[src/rtl/control_unit.sv]
// Fetch/execute controller of the accumulator CPU: holds PC and IR, decodes
// opcodes into datapath controls and resolves Z/N branches.
module control_unit #(
    parameter int unsigned DATA_WIDTH   = 11,
    parameter int unsigned OPCODE_WIDTH = 5,
    parameter int unsigned ADDR_WIDTH   = 11
) (
    input  logic                               clock_in,
    input  logic                               reset_in,
    input  logic [OPCODE_WIDTH+DATA_WIDTH-1:0] instruction_in,
    input  logic                               flag_Z_in,
    input  logic                               flag_N_in,
    output logic [ADDR_WIDTH-1:0]              program_address_out,
    output logic [DATA_WIDTH-1:0]              operand_out,
    output logic                               alu_op_out,
    output logic [1:0]                         sel_A_out,
    output logic                               sel_B_out,
    output logic                               acc_wr_out,
    output logic                               acc_reset_out,
    output logic                               status_wr_out,
    output logic                               status_reset_out,
    output logic                               data_memory_wr_out,
    output logic                               halted_out
);

    localparam int unsigned INSTR_WIDTH = OPCODE_WIDTH + DATA_WIDTH;

    localparam logic [1:0] S_FETCH   = 2'b00;
    localparam logic [1:0] S_EXECUTE = 2'b01;
    localparam logic [1:0] S_HALT    = 2'b10;

    localparam logic [OPCODE_WIDTH-1:0] OP_HLT  = OPCODE_WIDTH'(0);
    localparam logic [OPCODE_WIDTH-1:0] OP_STO  = OPCODE_WIDTH'(1);
    localparam logic [OPCODE_WIDTH-1:0] OP_LD   = OPCODE_WIDTH'(2);
    localparam logic [OPCODE_WIDTH-1:0] OP_LDI  = OPCODE_WIDTH'(3);
    localparam logic [OPCODE_WIDTH-1:0] OP_ADD  = OPCODE_WIDTH'(4);
    localparam logic [OPCODE_WIDTH-1:0] OP_ADDI = OPCODE_WIDTH'(5);
    localparam logic [OPCODE_WIDTH-1:0] OP_SUB  = OPCODE_WIDTH'(6);
    localparam logic [OPCODE_WIDTH-1:0] OP_SUBI = OPCODE_WIDTH'(7);
    localparam logic [OPCODE_WIDTH-1:0] OP_BEQ  = OPCODE_WIDTH'(8);
    localparam logic [OPCODE_WIDTH-1:0] OP_BNE  = OPCODE_WIDTH'(9);
    localparam logic [OPCODE_WIDTH-1:0] OP_BGT  = OPCODE_WIDTH'(10);
    localparam logic [OPCODE_WIDTH-1:0] OP_BGE  = OPCODE_WIDTH'(11);
    localparam logic [OPCODE_WIDTH-1:0] OP_BLT  = OPCODE_WIDTH'(12);
    localparam logic [OPCODE_WIDTH-1:0] OP_BLE  = OPCODE_WIDTH'(13);
    localparam logic [OPCODE_WIDTH-1:0] OP_JMP  = OPCODE_WIDTH'(14);

    logic [1:0]              state, state_next;
    logic [ADDR_WIDTH-1:0]   pc, pc_next;
    logic [INSTR_WIDTH-1:0]  ir, ir_next;
    logic [OPCODE_WIDTH-1:0] opcode;
    logic [DATA_WIDTH-1:0]   operand;
    logic [ADDR_WIDTH-1:0]   branch_target;
    logic                    taken;

    assign opcode        = ir[INSTR_WIDTH-1 -: OPCODE_WIDTH];
    assign operand       = ir[DATA_WIDTH-1:0];
    assign branch_target = ADDR_WIDTH'(operand);

    always_ff @(posedge clock_in) begin
        if (reset_in) begin
            state <= S_FETCH;
            pc    <= '0;
            ir    <= '0;
        end else begin
            state <= state_next;
            pc    <= pc_next;
            ir    <= ir_next;
        end
    end

    // Next-state, PC update and EXECUTE-cycle decode; strobes are driven from IR only in EXECUTE.
    always_comb begin
        state_next         = state;
        pc_next            = pc;
        ir_next            = ir;
        taken              = 1'b0;
        alu_op_out         = 1'b0;
        sel_A_out          = 2'b00;
        sel_B_out          = 1'b0;
        acc_wr_out         = 1'b0;
        status_wr_out      = 1'b0;
        data_memory_wr_out = 1'b0;
        case (state)
            S_FETCH: begin
                ir_next    = instruction_in;
                state_next = S_EXECUTE;
            end
            S_EXECUTE: begin
                state_next = S_FETCH;
                case (opcode)
                    OP_HLT:  state_next = S_HALT;
                    OP_STO:  data_memory_wr_out = 1'b1;
                    OP_LD: begin
                        sel_A_out  = 2'b01;
                        acc_wr_out = 1'b1;
                    end
                    OP_LDI: begin
                        sel_A_out  = 2'b10;
                        acc_wr_out = 1'b1;
                    end
                    OP_ADD:  acc_wr_out = 1'b1;
                    OP_ADDI: begin
                        sel_B_out  = 1'b1;
                        acc_wr_out = 1'b1;
                    end
                    OP_SUB: begin
                        alu_op_out    = 1'b1;
                        acc_wr_out    = 1'b1;
                        status_wr_out = 1'b1;
                    end
                    OP_SUBI: begin
                        sel_B_out     = 1'b1;
                        alu_op_out    = 1'b1;
                        acc_wr_out    = 1'b1;
                        status_wr_out = 1'b1;
                    end
                    OP_BEQ:  taken = flag_Z_in;
                    OP_BNE:  taken = !flag_Z_in;
                    OP_BGT:  taken = !flag_Z_in && !flag_N_in;
                    OP_BGE:  taken = !flag_N_in;
                    OP_BLT:  taken = flag_N_in;
                    OP_BLE:  taken = flag_N_in || flag_Z_in;
                    OP_JMP:  taken = 1'b1;
                    default: ;
                endcase
                if (opcode == OP_HLT) begin
                    pc_next = pc;
                end else if (taken) begin
                    pc_next = branch_target;
                end else begin
                    pc_next = pc + ADDR_WIDTH'(1);
                end
            end
            S_HALT: ;
            default: state_next = S_FETCH;
        endcase
    end

    assign program_address_out = pc;
    assign operand_out         = operand;
    assign halted_out          = (state == S_HALT);
    assign acc_reset_out       = reset_in;
    assign status_reset_out    = reset_in;

endmodule

[config.mk]
export PLATFORM = sky130hd
export DESIGN_NAME = control_unit
export DESIGN_NICKNAME = d
export VERILOG_FILES = /design/src/rtl/control_unit.sv
export SDC_FILE = /design/constraint.sdc
export NUM_CORES = 1
export LEC_CHECK = 0
export CAP_MARGIN = 20
export CELL_PAD_IN_SITES_DETAIL_PLACEMENT = 1
export CELL_PAD_IN_SITES_GLOBAL_PLACEMENT = 2
export CORE_UTILIZATION = 27
export DETAILED_ROUTE_END_ITERATION = 12
export PLACE_DENSITY = 0.9
export SLEW_MARGIN = 30
export SYNTH_ARGS = -nofsm -noshare
export SYNTH_HDL_FRONTEND = slang
export SYNTH_SLANG_ARGS = --single-unit
[constraint.sdc]
create_clock -name clock_in -period 4.6 [get_ports clock_in]
set_input_delay 0.92 -clock clock_in [delete_from_list [all_inputs] [get_ports clock_in]]
set_output_delay 0.92 -clock clock_in [all_outputs]
set_load 0.02 [all_outputs]
==> results of run 1 <==
## metal layers
layer / GRT usage (%) / share of wire [%] / up-vias
li1: - / - / 784
met1: 18.2 / 46 / 722
met2: 26.5 / 48 / 36
met3: 3.79 / 4.4 / 8
met4: 5.82 / 1.7 / 0
met5: 0 / 0 / -
## metrics by stage
step | utilization, % | hold WS, ns | std cells | cell area, sq um | total power (uW)
3_5_place_dp | 36.7 | 0.470 | 309 | 2060 | 483
4_1_cts | 38.2 | 0.482 | 316 | 2140 | 697
2_1_floorplan | - | 0.446 | 209 | 1610 | 420
6_report | 38.3 | 0.478 | 316 | 2150 | 689
5_1_grt | 38.3 | 0.512 | 316 | 2150 | 729
3_3_place_gp | 36.7 | 0.468 | 309 | 2060 | 479
## path summary, 6_finish.rpt
check | to | depth (start not counted)
setup / recovery | status_reset_out | 3
hold / removal | ir[6] | 2
setup reg to reg | program_address_out[10] | 5
hold reg to reg | ir[6] | 2
## layout by cell type (no fill, tap or decap), types with 2 or more instances in the layout
master,Yosys,final
clkbuf_8,0,6
nand3b_1,3,3
a21oi_1,25,24
a21oi_2,1,2
buf_4,15,3
mux2_2,2,2
and3_1,3,3
o21ai_0,3,3
nand2_1,38,38
nor2_1,11,11
or4_1,5,5
a21o_1,5,5
nor2b_1,3,3
and2_1,6,6
dfxtp_1,29,29
or3_1,3,3
inv_1,5,5
a211oi_1,2,2
clkdlybuf4s50_1,0,51
nand2b_1,4,4
nand3_1,6,6
nor3_1,2,2
a31oi_1,11,11
## worst max-delay path, stage by stage
cell and delay (ns):
clkdlybuf4s50_1 0.45, buf_4 0.32, clkdlybuf4s50_1 0.67
## final cells by class
class,instances,area (sq um)
fill,719,3460
sequential,29,581
timing repair buffer,54,533
clock buffer,7,86.3
inverter,5,18.8
tap,72,90.1
multi-input combinational,149,840
## power by group
group	internal, uW	total (uW)	switching [uW]
registers	272	297	24.3
logic	80.0	180	100
clock network	118	213	94.1
total	471	689	218
## cell families (layout without fill, tap and decap cells)
kind of cell               Yosys count  after routing  share of synthesized area, %
buffers and inverters               31             66                          11.8
DFF                                 29             29                          36.2
AOI/OAI and AO/OA                   54             54                          21.0
and+or+nand+nor                     90             90                          27.7
xor gates and xnor gates             1              1                         0.546
muxes                                3              3                          2.03
adders and majority gates            1              1                         0.779
## sequential cells by signal (all words and copies together), names as in the netlist
signal	cells
ir	16
state	2
program_address_out	11
==> metrics, run 1 <==
Syn Nets=230; Slew Limit Fails=0; worst-path fanout max=32; Die W=around 79 microns; DRC=0; Worst Setup SP=reset_in; Starting Density=28.6%; first-pass GRT wire length=7480 microns; TritonCTS buffer count=5; CTS tree=done; Yosys top cell area share=a little over a third; Max Clock Freq=0.304 GHz; vias in the first global route=1,604; DR pass1 iterations=4; total of max-cap violations=0; final worst-path cycle share=71.5%; reg-to-reg setup timing slack=between 2 and 3 ns; DR vias/cell=between 4 and 5; Post-CTS Resized=0; Max Root-Sink Buffers=2; Ports=52; Synth top cells by count=38 x nand2_1, 29 x dfxtp_1, 25 x a21oi_1; Worst-Margin Slew=~0.6 ns; crit start category=input port; final net count=roughly 270; RSZ-0062 raised after global routing=false; final worst slack=~1.3 ns; total negative slack=0 ns; All-Layer GR Usage=between 10% and 20%; HPWL after detailed placement=about 3200 microns; Die ar.=roughly 6300 sq um; overall die height=79.1 microns; Power Dens Cells=approximately 320 nW/um^2; number of synthesis warnings=0; Yosys cell types=between 40 and 50; Critical Path Sink Type=output pin; grt total ovfl=0; synthesized area=approximately 1600 sq um; Post-DRT Antenna Nets=0; Hold Path Class=reg2reg; diode count=0; vias=between 1,500 and 2,000; gpl congestion=about 0.75; asr flop ratio synth=0%; Worst Hold Launch=ir[6]; clk sinks=29; final setup fails=0; Synth area leader=dfxtp_1; sequential-to-total area share from yosys stat=36.2%; Clock transition at path regs=about 0.06 ns; pre-CTS WS=1.30 ns; clock root cell=clkbuf_8; FF+latch count, synth=29; WP data arrival=between 2 and 2.5 ns; initial antenna violation count=0; I/O Buffers=51; Hold Buf Count CTS=0; cell with the most instances after synthesis=nand2_1; largest net degree at the start of global routing=33; critical path class=in2out; Layout Skew=0.00655 ns; WP data required=between 3 and 4 ns; R2R Path Start=program_address_out[0]; Most used DFF post-synth=dfxtp_1; initial drt markers=57; Post-CTS Setup Bufs=0; latest clock arrival within the worst-skew pair=0.28 ns; WL final=between 4000 and 5000 microns; Routed wire per std cell=between 10 and 15 microns; Post-synth EDFFs=0; core area=5610 sq um; Syn Area/Cell=~7.7 sq um; Post-Synthesis Cells=209; status=completed; top post-synthesis cells by area=dfxtp_1 36%, nand2_1 8.9%, a21oi_1 7.8%, buf_4 7.0%, a31oi_1 4.3%; H-Tree Depth=2; Final min period=3.29 ns; Rows=27; Worst VDD drop=about 0.12 mV; area grow syn2layout=33.8%; Pleak=around 0.00076 uW; layout cell share with drive strength beyond 1=8.20%; Hold Vio Cnt, Final=0; relative slew slack=between 50 and 60%
Power figures use the tool's default switching activity.
==> inputs of run 2 (changes only) <==
--- a/config.mk
+++ b/config.mk
@@ -8,9 +8,9 @@
 export CAP_MARGIN = 20
 export CELL_PAD_IN_SITES_DETAIL_PLACEMENT = 1
 export CELL_PAD_IN_SITES_GLOBAL_PLACEMENT = 2
-export CORE_UTILIZATION = 27
+export CORE_UTILIZATION = 23
 export DETAILED_ROUTE_END_ITERATION = 12
-export PLACE_DENSITY = 0.9
+export PLACE_DENSITY = 0.82
 export SLEW_MARGIN = 30
 export SYNTH_ARGS = -nofsm -noshare
 export SYNTH_HDL_FRONTEND = slang
==> constraint.sdc (replaced) <==
create_clock -name clock_in -period 2.73 [get_ports clock_in]
set_input_delay 0.546 -clock clock_in [delete_from_list [all_inputs] [get_ports clock_in]]
set_output_delay 0.546 -clock clock_in [all_outputs]
set_load 0.02 [all_outputs]
==> run 2 against run 1 <==
Against the previous run:
- cell count rose by 3.5%
- power up 68%
- via count is 0.52% lower
- sequential power rose by 69%
- hold slack lost 0.0015 ns
- clock skew down 0.0021 ns
- clock-buffer cell count down 1
- non-clock buffer count increased by 2
- cell area increased by 1.0%
- die area up 17%
- worst setup slack got worse by 1.1 ns
- critical endpoint is now sel_A_out[1]
- largest power group unchanged
- highest routed layer unchanged
==> metrics, run 2 (synthesis gave the netlist of run 1 again) <==
status=completed; Final min period=2.50 ns; Critical Path Sink Type=output pin; Worst-Margin Slew=0.476 ns (-0.137 ns); RR Endpoint=program_address_out[10]; Worst Setup SP=ir[13]; Hold WS=0.476 ns (-0.00145 ns); H-Tree Depth=2 (unchanged); Layout Skew=0.00446 ns (-0.00210 ns); All-Layer GR Usage=13.3% (-2.1 points); Top reg by flops=ir; WP data arrival=1.96 ns (-0.41 ns); R2R depth=5 (unchanged); CP max-delay cell=clkdlybuf4s50_1; total negative slack=0 ns (unchanged); overall die height=85.5 microns (+8.1%); grt total ovfl=0 (unchanged); clock root cell=clkbuf_8; final worst-path cycle share=about nine tenths; worst-path fanout max=6 (-81%); Worst Hold Launch=ir[1]; Clock transition at path regs=0.07 ns (about the same); hold-critical path endpoint=ir[1]; total of max-cap violations=0 (unchanged); Hold Path Class=reg2reg; vias=1,542 (-0.52%); final net count=267 (+0.75%); final core occ=32.1% (-6.2 points); Max Clock Freq=around 0.40 GHz; core area=6760 sq um (+20%); layout cell share with drive strength beyond 1=9.31% (+1.1 points); Largest register FFs=16 (unchanged); DR pass1 iterations=4 (unchanged); Hold Vio Cnt, Final=0 (unchanged); RSZ-0062 raised after global routing=false; R2R Path Start=program_address_out[0]; largest net degree at the start of global routing=31 (-6.1%); Hold Crit Depth=2 (unchanged); area grow syn2layout=35.2%; Routed wire per std cell=14.2 microns (+2.7%); Pleak=0.000774 uW (+1.7%); DRC=0 (unchanged); CP Cell Sequence=nor3_2, and2_1, nand2_1, nor2_1, clkdlybuf4s50_1; first-pass GRT wire length=7650 microns (+2.2%); HPWL after detailed placement=3230 microns (+2.5%); latest clock arrival within the worst-skew pair=0.28 ns (about the same); CP delay by family, top=simple AND/OR/NAND/NOR gates; Worst VDD drop=0.221 mV (+80%); Die W=85.5 microns (+8.1%); WP buf/inv=1 (-2); diode count=0 (unchanged); Worst path max stage delay=0.60 ns (-0.07 ns); most frequent cells in the layout=51 x clkdlybuf4s50_1, 38 x nand2_1, 29 x dfxtp_1; Die ar.=7320 sq um (+17%); CTS tree=done; relative slew slack=68.3% (+9.1 points); TritonCTS buffer count=5 (unchanged); WP data required=2.18 ns (-1.50 ns); Rows=30 (+11%); Max Root-Sink Buffers=2 (unchanged); DR vias/cell=4.72 (-3.9%); Slew Limit Fails=0 (unchanged); reg-to-reg setup timing slack=0.75 ns (-1.91 ns); initial drt markers=62 (+8.8%); initial antenna violation count=0 (unchanged); Post-DRT Antenna Nets=0 (unchanged); most common cell after layout, fill and taps aside=clkdlybuf4s50_1; Power Dens Cells=534 nW/um^2 (+66%); critical path class=reg2out; Fill cells=824 (+15%); gpl congestion=0.749 (+0.24%); I/O Buffers=51 (unchanged); WL final=4660 microns (+6.3%); crit start category=flop; vias in the first global route=1,586 (-1.1%); Ports=52 (unchanged); Starting Density=23.8% (-4.9 points); clk sinks=29 (unchanged); Hold Buf Count CTS=0 (unchanged); final setup fails=0 (unchanged)
==> run 2: area by class of cell <==
type	instances	area, sq um	area share [%]
multi-input combinational	149	841	38.7
sequential	29	581	26.7
timing repair buffer	56	548	25.2
tap	80	100	4.61
clock buffer	6	72.6	3.34
inverter	5	18.8	0.865
clock inverter	2	10.0	0.461
==> run 2: what timing repair did <==
action,4_1_cts,5_1_grt
resized for setup,0,1
setup buffers,0,0
endpoints found under the setup margin,0,2
==> run 2: worst min-delay path, cell delays in order (launching register included) <==
cell	delay [ns]
dfxtp_1	0.32
nand2_1	0.06
a21oi_1	0.05
==> run 2: metrics by stage <==
step | cells | power (uW) | worst slack, ns | instance area, sq um
finish | 327 | 1160 | 0.225 | 2170
detailed placement | 319 | 822 | 0.223 | 2080
global route | 327 | 1220 | 0.0714 | 2170
global placement | 319 | 816 | 0.262 | 2080
CTS | 327 | 1180 | 0.0627 | 2170
floorplan | 209 | 707 | 0.858 | 1610
==> run 2: worst max-delay path by stage <==
stage / endpoint / slack, ns / cells after the start
2_1_floorplan: program_address_out[10] / 0.86 / 5
3_5_place_dp: program_address_out[2] / 0.22 / 7
4_1_cts: sel_A_out[1] / 0.06 / 5
6_report: sel_A_out[1] / 0.23 / 5
5_1_grt: sel_A_out[0] / 0.07 / 5
3_3_place_gp: program_address_out[2] / 0.26 / 7
==> run 2: per-layer routing <==
layer  vias to the layer above  wire (microns)  GRT usage, %
met5                         -               0             0
met4                         0              72          6.06
met3                         6             189          2.60
met2                        37            2110          22.5
met1                       714            2290          16.2
li1                        785               -             -
==> run 2: report_power, final <==
part | total [uW] | internal [uW] | switching (uW)
logic | 308 | 139 | 168
registers | 503 | 459 | 44.1
clock network | 348 | 176 | 171
total | 1160 | 774 | 384
